### src/rtl/clock_ui_pkg.sv
// Shared encodings for the keypad clock user interface.
// Key codes, state encodings, target codes and commit enables.
package clock_ui_pkg;

    typedef enum logic [1:0] {
        ST_IDLE   = 2'd0,
        ST_ENTRY  = 2'd1,
        ST_CHECK  = 2'd2,
        ST_COMMIT = 2'd3
    } state_e;

    typedef enum logic [1:0] {
        TGT_SETCLOCK  = 2'd0,
        TGT_STOPWATCH = 2'd1,
        TGT_ALARM     = 2'd2
    } target_e;

    localparam logic [3:0] KEY_CLEAR = 4'hA;
    localparam logic [3:0] KEY_ENTER = 4'hB;

    localparam logic [3:0] EN_SETCLOCK  = 4'b0100;
    localparam logic [3:0] EN_STOPWATCH = 4'b0010;
    localparam logic [3:0] EN_ALARM     = 4'b0001;

    localparam int unsigned NUM_DIGITS = 6;

    function automatic logic [3:0] target_enable(input logic [1:0] tgt);
        logic [3:0] en;
        en = 4'b0000;
        case (tgt)
            TGT_SETCLOCK:  en = EN_SETCLOCK;
            TGT_STOPWATCH: en = EN_STOPWATCH;
            TGT_ALARM:     en = EN_ALARM;
            default:       en = 4'b0000;
        endcase
        return en;
    endfunction

    function automatic logic [1:0] target_next(input logic [1:0] tgt);
        return (tgt == TGT_ALARM) ? TGT_SETCLOCK : tgt + 2'd1;
    endfunction

endpackage

### src/rtl/bcd_time_check.sv
// Combinational range check of a 24-bit BCD HHMMSS value.
// Valid when every nibble <= 9, hours <= 23, minute/second tens <= 5.
module bcd_time_check (
    input  logic [23:0] bcd,
    output logic        valid
);

    logic [3:0] h1, h0, m1, m0, s1, s0;
    logic       nib_ok;
    logic       hour_ok;

    assign {h1, h0, m1, m0, s1, s0} = bcd;

    always_comb begin
        nib_ok = (h1 <= 4'd9) && (h0 <= 4'd9) && (m1 <= 4'd9)
              && (m0 <= 4'd9) && (s1 <= 4'd9) && (s0 <= 4'd9);
        hour_ok = (h1 < 4'd2) || ((h1 == 4'd2) && (h0 <= 4'd3));
        valid = nib_ok && hour_ok && (m1 <= 4'd5) && (s1 <= 4'd5);
    end

endmodule

### src/rtl/keypad_entry_sequencer.sv
// Keypad strobes to 6-digit BCD time entries with one-hot commit enable.
// Optional idle abort of an open entry when ENTRY_TIMEOUT_EN is defined.
module keypad_entry_sequencer
    import clock_ui_pkg::*;
#(
    parameter int unsigned TIMEOUT_CYCLES = 50_000_000
) (
    input  logic        clk,
    input  logic        resetn,
    input  logic        mode_btn,
    input  logic        key_valid,
    input  logic [3:0]  key_code,
    output logic [23:0] keypad_clock,
    output logic [3:0]  enable,
    output logic [1:0]  target,
    output logic [2:0]  digit_cnt,
    output logic        entry_active,
    output logic        err
);

    state_e      state_q, state_d;
    logic [23:0] buf_q, buf_d;
    logic [3:0]  enable_q, enable_d;
    logic [1:0]  target_q, target_d;
    logic [2:0]  cnt_q, cnt_d;
    logic        err_q, err_d;
    logic        is_digit;
    logic        time_ok;

    assign is_digit = key_valid && (key_code <= 4'd9);

    bcd_time_check u_check (
        .bcd   (buf_q),
        .valid (time_ok)
    );

`ifdef ENTRY_TIMEOUT_EN
    logic [31:0] tmo_q, tmo_d;
    localparam logic [31:0] TMO_LAST = 32'(TIMEOUT_CYCLES - 1);
`else
    logic unused_tmo;
    assign unused_tmo = ^TIMEOUT_CYCLES;
`endif

    always_comb begin
        state_d  = state_q;
        buf_d    = buf_q;
        target_d = target_q;
        cnt_d    = cnt_q;
        enable_d = 4'b0000;
        err_d    = 1'b0;
`ifdef ENTRY_TIMEOUT_EN
        tmo_d    = 32'd0;
`endif
        unique case (state_q)
            ST_IDLE: begin
                if (is_digit) begin
                    buf_d   = {20'h0, key_code};
                    cnt_d   = 3'd1;
                    state_d = ST_ENTRY;
                end else if (mode_btn) begin
                    target_d = target_next(target_q);
                end
            end
            ST_ENTRY: begin
`ifdef ENTRY_TIMEOUT_EN
                tmo_d = tmo_q + 32'd1;
`endif
                unique case (1'b1)
                    is_digit: begin
                        if (cnt_q < 3'(NUM_DIGITS)) begin
                            buf_d = {buf_q[19:0], key_code};
                            cnt_d = cnt_q + 3'd1;
                        end
                    end
                    key_valid && (key_code == KEY_CLEAR): begin
                        buf_d   = 24'h0;
                        cnt_d   = 3'd0;
                        state_d = ST_IDLE;
                    end
                    key_valid && (key_code == KEY_ENTER): begin
                        if (cnt_q == 3'(NUM_DIGITS)) begin
                            state_d = ST_CHECK;
                        end else begin
                            err_d   = 1'b1;
                            buf_d   = 24'h0;
                            cnt_d   = 3'd0;
                            state_d = ST_IDLE;
                        end
                    end
                    default: begin
                    end
                endcase
`ifdef ENTRY_TIMEOUT_EN
                // Any accepted key restarts the idle window.
                if (key_valid) begin
                    tmo_d = 32'd0;
                end else if (tmo_q == TMO_LAST) begin
                    tmo_d   = 32'd0;
                    err_d   = 1'b1;
                    buf_d   = 24'h0;
                    cnt_d   = 3'd0;
                    state_d = ST_IDLE;
                end
`endif
            end
            ST_CHECK: begin
                // Enable is registered here so it lines up with COMMIT.
                if (time_ok) begin
                    enable_d = target_enable(target_q);
                    state_d  = ST_COMMIT;
                end else begin
                    err_d   = 1'b1;
                    buf_d   = 24'h0;
                    cnt_d   = 3'd0;
                    state_d = ST_IDLE;
                end
            end
            ST_COMMIT: begin
                cnt_d   = 3'd0;
                state_d = ST_IDLE;
            end
            default: begin
                state_d = ST_IDLE;
            end
        endcase
    end

    always_ff @(posedge clk or negedge resetn) begin
        if (!resetn) begin
            state_q  <= ST_IDLE;
            buf_q    <= 24'h0;
            target_q <= TGT_SETCLOCK;
            cnt_q    <= 3'd0;
            enable_q <= 4'b0000;
            err_q    <= 1'b0;
        end else begin
            state_q  <= state_d;
            buf_q    <= buf_d;
            target_q <= target_d;
            cnt_q    <= cnt_d;
            enable_q <= enable_d;
            err_q    <= err_d;
        end
    end

`ifdef ENTRY_TIMEOUT_EN
    always_ff @(posedge clk or negedge resetn) begin
        if (!resetn) begin
            tmo_q <= 32'd0;
        end else begin
            tmo_q <= tmo_d;
        end
    end
`endif

    assign keypad_clock = buf_q;
    assign enable       = enable_q;
    assign target       = target_q;
    assign digit_cnt    = cnt_q;
    assign entry_active = (state_q == ST_ENTRY);
    assign err          = err_q;

endmodule

### config.mk
export PLATFORM = sky130hd
export DESIGN_NAME = keypad_entry_sequencer
export DESIGN_NICKNAME = d
export VERILOG_FILES = /design/src/rtl/clock_ui_pkg.sv /design/src/rtl/bcd_time_check.sv /design/src/rtl/keypad_entry_sequencer.sv
export SDC_FILE = /design/constraint.sdc
export NUM_CORES = 1
export LEC_CHECK = 0
export ABC_CLOCK_PERIOD_IN_PS = 2200
export CAP_MARGIN = 20
export CORE_ASPECT_RATIO = 2
export CORE_MARGIN = 8
export CORE_UTILIZATION = 49
export DETAILED_ROUTE_END_ITERATION = 8
export PLACE_DENSITY_LB_ADDON = 0.25
export SLEW_MARGIN = 15
export SYNTH_ARGS = -nofsm -noshare
export SYNTH_HDL_FRONTEND = slang
export SYNTH_SLANG_ARGS = --single-unit
### constraint.sdc
create_clock -name clk -period 2.2 [get_ports clk]
set_input_delay 0.44 -clock clk [delete_from_list [all_inputs] [get_ports clk]]
set_output_delay 0.44 -clock clk [all_outputs]
set_load 0.01 [all_outputs]
Word-level counts from Yosys, hierarchy flattened
Cells that the tools add are included.
- bits of input ports: 8
- register bits after elaboration: 36
- logic and storage cells: 81
- multiplexer cells: 25
- reduce and logical (&&, ||, !) cells: 20
- eq/ne operators: 15
- bitwise operators: 1
- $add $sub $neg: 2
- order comparisons: 12
- operators with widths (kind ; number):
    $pmux W24 S3 ; 2
    $mux W24 ; 4
    $le A4 B4 Y1 const B ; 7
    $mux W3 ; 6
    $pmux W3 S3 ; 2
    $logic_and A1 B1 Y1 ; 12
    $pmux W3 S4 ; 1
    $eq A4 B4 Y1 const B ; 2
    $le A4 B3 Y1 const B ; 2
    $mux W2 ; 4
    $pmux W2 S4 ; 1
    $eq A2 B2 Y1 const B ; 3
    $reduce_and A6 Y1 ; 1
    $reduce_and A5 Y1 ; 1
    $eq A2 B1 Y1 const B ; 2
    $eq A4 B2 Y1 const B ; 1
    $le A4 B2 Y1 const B ; 1
    $logic_not A2 Y1 ; 2
    $lt A4 B2 Y1 const B ; 1
    $ne A2 B2 Y1 const B ; 2
    $ne A4 B1 Y1 const B ; 1
    $pmux W2 S2 ; 1
    $add A3 B1 Y3 const B ; 1
    $eq A3 B3 Y1 const B ; 1
    12 further kinds ; 14

Depth between registers and ports, before layout
- depth after elaboration: 11
- mapped depth: 9
- gate-level depth less buffers: 7

Modules after synthesis
Synthesis repeated with hierarchy kept, for this count alone.
- cell total of the unflattened synthesis: 180
- area, all modules: 1695.4 sq um
- modules (own cells, without submodules) (module ; area each (sq um) ; instances ; cells each):
    keypad_entry_sequencer ; 1639.1 ; 1 ; 171
    bcd_time_check ; 56.3 ; 1 ; 9

Least setup slack after synthesis
Ideal clock, no wire load.
- path kind: reg2reg
- start: reg state_q[1]
- end: reg buf_q[16] (netlist: keypad_clock[16])
- path buffers: 1
- setup time: 125 ps
- stages on the path, launching flop included: 9
- path slack: 237 ps
- arrival: 1838 ps
- path through: dfrtp_1 inv_1 ha_1 nand2_1 or3_1 o21ai_0 and3b_1 buf_6 mux2_4
- longest elaborated chain between the ends: 3
- elaborated cells between the ends (all ways): 11
- those cells by class: eq/ne (7); mux (1); reduce/logical (3)
- ends and longest elaborated chain (item ; RTL line ; source):
    start: declaration ; keypad_entry_sequencer.sv:21 ; state_e state_q, state_d;
    start signal: assignment ; keypad_entry_sequencer.sv:138 ; state_q <= state_d;
    $eq A2 B1 Y1 * ; - ;
    via entry_active ; keypad_entry_sequencer.sv:17 ; output logic entry_active,
    $ne A4 B1 Y1 (no line), or another cell as far along ; - ;
    $reduce_and A6 Y1 (no line) ; - ;
    end signal: assignment ; keypad_entry_sequencer.sv:139 ; buf_q <= buf_d;
    end: declaration ; keypad_entry_sequencer.sv:22 ; logic [23:0] buf_q, buf_d;
Mark *: on every way through the listed nets, which the timed path passes. The rest lies on a longest branch.
A chain may end at the register's enable or synchronous reset.

Worst setup path after layout
- start: reg state_q[1]
- end: out entry_active
- longest elaborated chain between the ends: 1
- ends and longest elaborated chain (item ; RTL line ; source):
    $eq A2 B1 Y1 ; keypad_entry_sequencer.sv:161 ; assign entry_active = (state_q == ST_ENTRY);
    end: declaration ; keypad_entry_sequencer.sv:17 ;
Every way passes these cells.

==> metrics.md <==
| Metric | Value |
|---|---|
| Commonest non-fill, non-tap cell in the layout | clkdlybuf4s50_1 |
| Setup tns final | 0 ps |
| Final min period | 2120 ps |
| Post-Synth Adder-Cell Area | 0.0421 |
| Register area | ~880 um^2 |
| Pwr Total | 2.78 mW |
| Setup CP Type | reg2out |
| Pre-CTS setup slack | -232 ps |
| Setup-failing EPs final | 0 |
| FF-to-FF End | keypad_clock[23]$_DFFE_PN0P_ |
| Vias in the first global route | between 1.5k and 2k |
| Reg2reg setup slack | between 200 and 250 ps |
| Compound-Gate Fraction of Synth Area | 0.0730 |
| Worst min path class | reg2reg |
| Pwr Density | approximately 1200 nW/um^2 |
| Cts hold-fix bufs | 0 |
| RSZ-0062 raised after global routing | no |
| Die area | 5940 um^2 |
| Simple-gate share of the synthesized area | 0.135 |
| Static Leak | 1.09 nW |
| DRC | 0 |
| Synth top area cells | dfrtp_1, mux2i_1, inv_1, nand2_1, ha_1 |
| Synthesized instance count | 173 |
| Syn_nets | about 190 |
| Layout net count | 241 |
| Avg WL per Cell | 15.6 um |
| CORE AREA | 3570 um^2 |
| ANT nets after route | 0 |
| Layout Cells excl Fill | 277 |
| Vias per std cell | a little over 5 |
| Maxcap violations | 0 |
| Yosys warns | 0 |
| Clock insertion delay at the later pin of the skew report | 290 ps |
| Dpl cells | 269 |
| Drt initial violations | 40 |
| Multi-input logic area | 736 um^2 |
| XOR/XNOR share of the synthesized area | 0 |
| WP data required | 1760 ps |
| Cell Area, Synth | 1780 um^2 |
| Tcrit/Tclk final | 0.964 |
| Syn Area/Cell | 10.3 um^2 |
| Max clock buf depth | 2 |
| Clock root cell | clkbuf_8 |
| H-tree depth | 2 |
| Placed instance area | 2280 um^2 |
| Grt ovf | 0 |
| Routed WL | 4.33 mm |
| # rows | 31 |
| Antenna fix cells | 0 |
| Pin count of the biggest net entering global routing | 36 |
| Final worst slack | 80.3 ps |
| Die H | between 100 and 150 um |
| Dpl hpwl | 3.33 mm |
| Worst Path Arrival | 1680 ps |
| Fin area | 2380 um^2 |
| Sequential fraction of the synthesis area | 0.491 |
| First-pass DRT Iterations | 4 |
| #FFs+latches synth | 35 |
| Fillers | 300 |
| Status | completed |
| Die W | 58.7 um |
| Core Util, Final | 0.666 |
| Worst r2r path cells | 8 |
| Critical path launch point | state_q[1]$_DFFE_PN0P_ |
| CTS Sinks | 35 |
| # IOs | 43 |
| GRT Overall Usage | 0.152 |
| Synth top area share | 0.491 |
| DR vias | 1415 |
| Final Max Tran Viols | 0 |
| Reg2reg start | digit_cnt[0]$_DFFE_PN0P_ |
| Startpoint type of the worst setup path | flop |
| Worst Path Max Fanout | 5 |
| Distinct cells, synth | 37 |
| Share of cells above drive strength 1 | 0.110 |
| Area Overhead vs Synth | 33.3% |
| Most frequent cells in the layout | clkdlybuf4s50_1, dfrtp_1, inv_1, nand2_1, mux2i_1 |
| Max Fclk | between 400 and 500 MHz |
| Initial Util | 0.500 |
| Largest family of logic cells by synthesized area | multiplexers |
| Initial antenna violation count | 0 |
| Crit. End Element | primary output |
| Worst-path clk slew | 70 ps |
| Post-synthesis mux area share | 0.156 |
| Total CTS buffers | 5 |
| GP Congestion | 0.931 |
| Maximum vdd drop | 0.654 mV |
| Worst Setup EP | entry_active |
| Final hold viol count | 0 |
| First-pass GRT wire length | 6.95 mm |
| Cell type with the highest aggregate area in the netlist | dfrtp_1 |
| PortBufs | 41 |
| Clock skew | 8.88 ps |
| CTS tree | done |
| Worst Hold Slack | 524 ps |
==> state kept, by name (all words and copies together), names as in the netlist <==
register      count
err               1
state_q           2
keypad_clock     24
digit_cnt         3
enable            3
target            2
==> how the worst min path moves through the flow <==
stage                     startpoint                        to  slack, ps  cells past startpoint
3_3_place_gp   target[1]$_DFFE_PN0P_       enable[2]$_DFF_PN0_        510                      1
6_report       target[1]$_DFFE_PN0P_       enable[2]$_DFF_PN0_        520                      1
4_1_cts        target[1]$_DFFE_PN0P_       enable[2]$_DFF_PN0_        530                      1
2_1_floorplan                 resetn  digit_cnt[0]$_DFFE_PN0P_        140                      0
3_5_place_dp   target[1]$_DFFE_PN0P_       enable[2]$_DFF_PN0_        520                      1
5_1_grt        target[1]$_DFFE_PN0P_       enable[2]$_DFF_PN0_        570                      1
==> cells by family after synthesis <==
logic type / after synthesis
AOI/OAI and AO/OA: 21
adders and majority gates: 6
buffers and inverters: 34
DFF: 35
muxes: 27
other: 1
and+or+nand+nor: 49
==> routing by layer <==
metal  wire (um)  track usage
met5           0            0
met4         182       0.0965
met3         240       0.0394
met2        2350        0.278
met1        1550        0.141
==> cells in the mapped netlist <==
library cell	n
o21ai_1	2
nor2b_1	1
dfrtp_1	35
o21ai_0	5
buf_4	1
mux2_1	1
a21o_1	1
o2bb2ai_1	1
nor4_4	1
nand4b_1	1
a31oi_1	3
nor2_1	4
o221ai_1	1
nand4_1	1
nand2_1	28
a21boi_1	1
inv_1	28
nor3b_1	1
a21oi_1	4
nand3_1	3
buf_6	2
o31ai_1	1
and2b_1	1
buf_12	2
and3b_1	1
or3_1	1
mux2_2	2
mux2_4	1
ha_1	6
a22oi_1	1
and3_1	1
a211o_1	1
nor3_1	4
clkbuf_1	1
or2_1	1
conb_1	1
mux2i_1	23
==> worst max-delay path, stage by stage (launching register included) <==
cell and delay, ps:
dfrtp_1 400, inv_1 110, ha_1 190, buf_4 150, clkdlybuf4s50_1 540
==> power by group <==
| group | switching, mW | internal, mW | total (mW) |
|---|---|---|---|
| combinational | 0.655 | 0.689 | 1.34 |
| sequential | 0.176 | 0.805 | 0.981 |
| clock | 0.233 | 0.221 | 0.454 |
| total | 1.06 | 1.71 | 2.78 |
==> area by class of cell <==
cell class,instances,area share
Multi-Input combinational cell,104,0.310
Timing Repair Buffer,53,0.216
Tap cell,49,0.0258
Inverter,28,0.0442
Clock buffer,6,0.0305
Sequential cell,35,0.369
Clock inverter,2,0.00527
==> what timing repair did <==
item	in CTS	in global routing
setup endpoints to repair	0	11
setup buffers	0	0
gates resized for setup	0	2
Note: power is estimated with default switching activity, not from simulation.
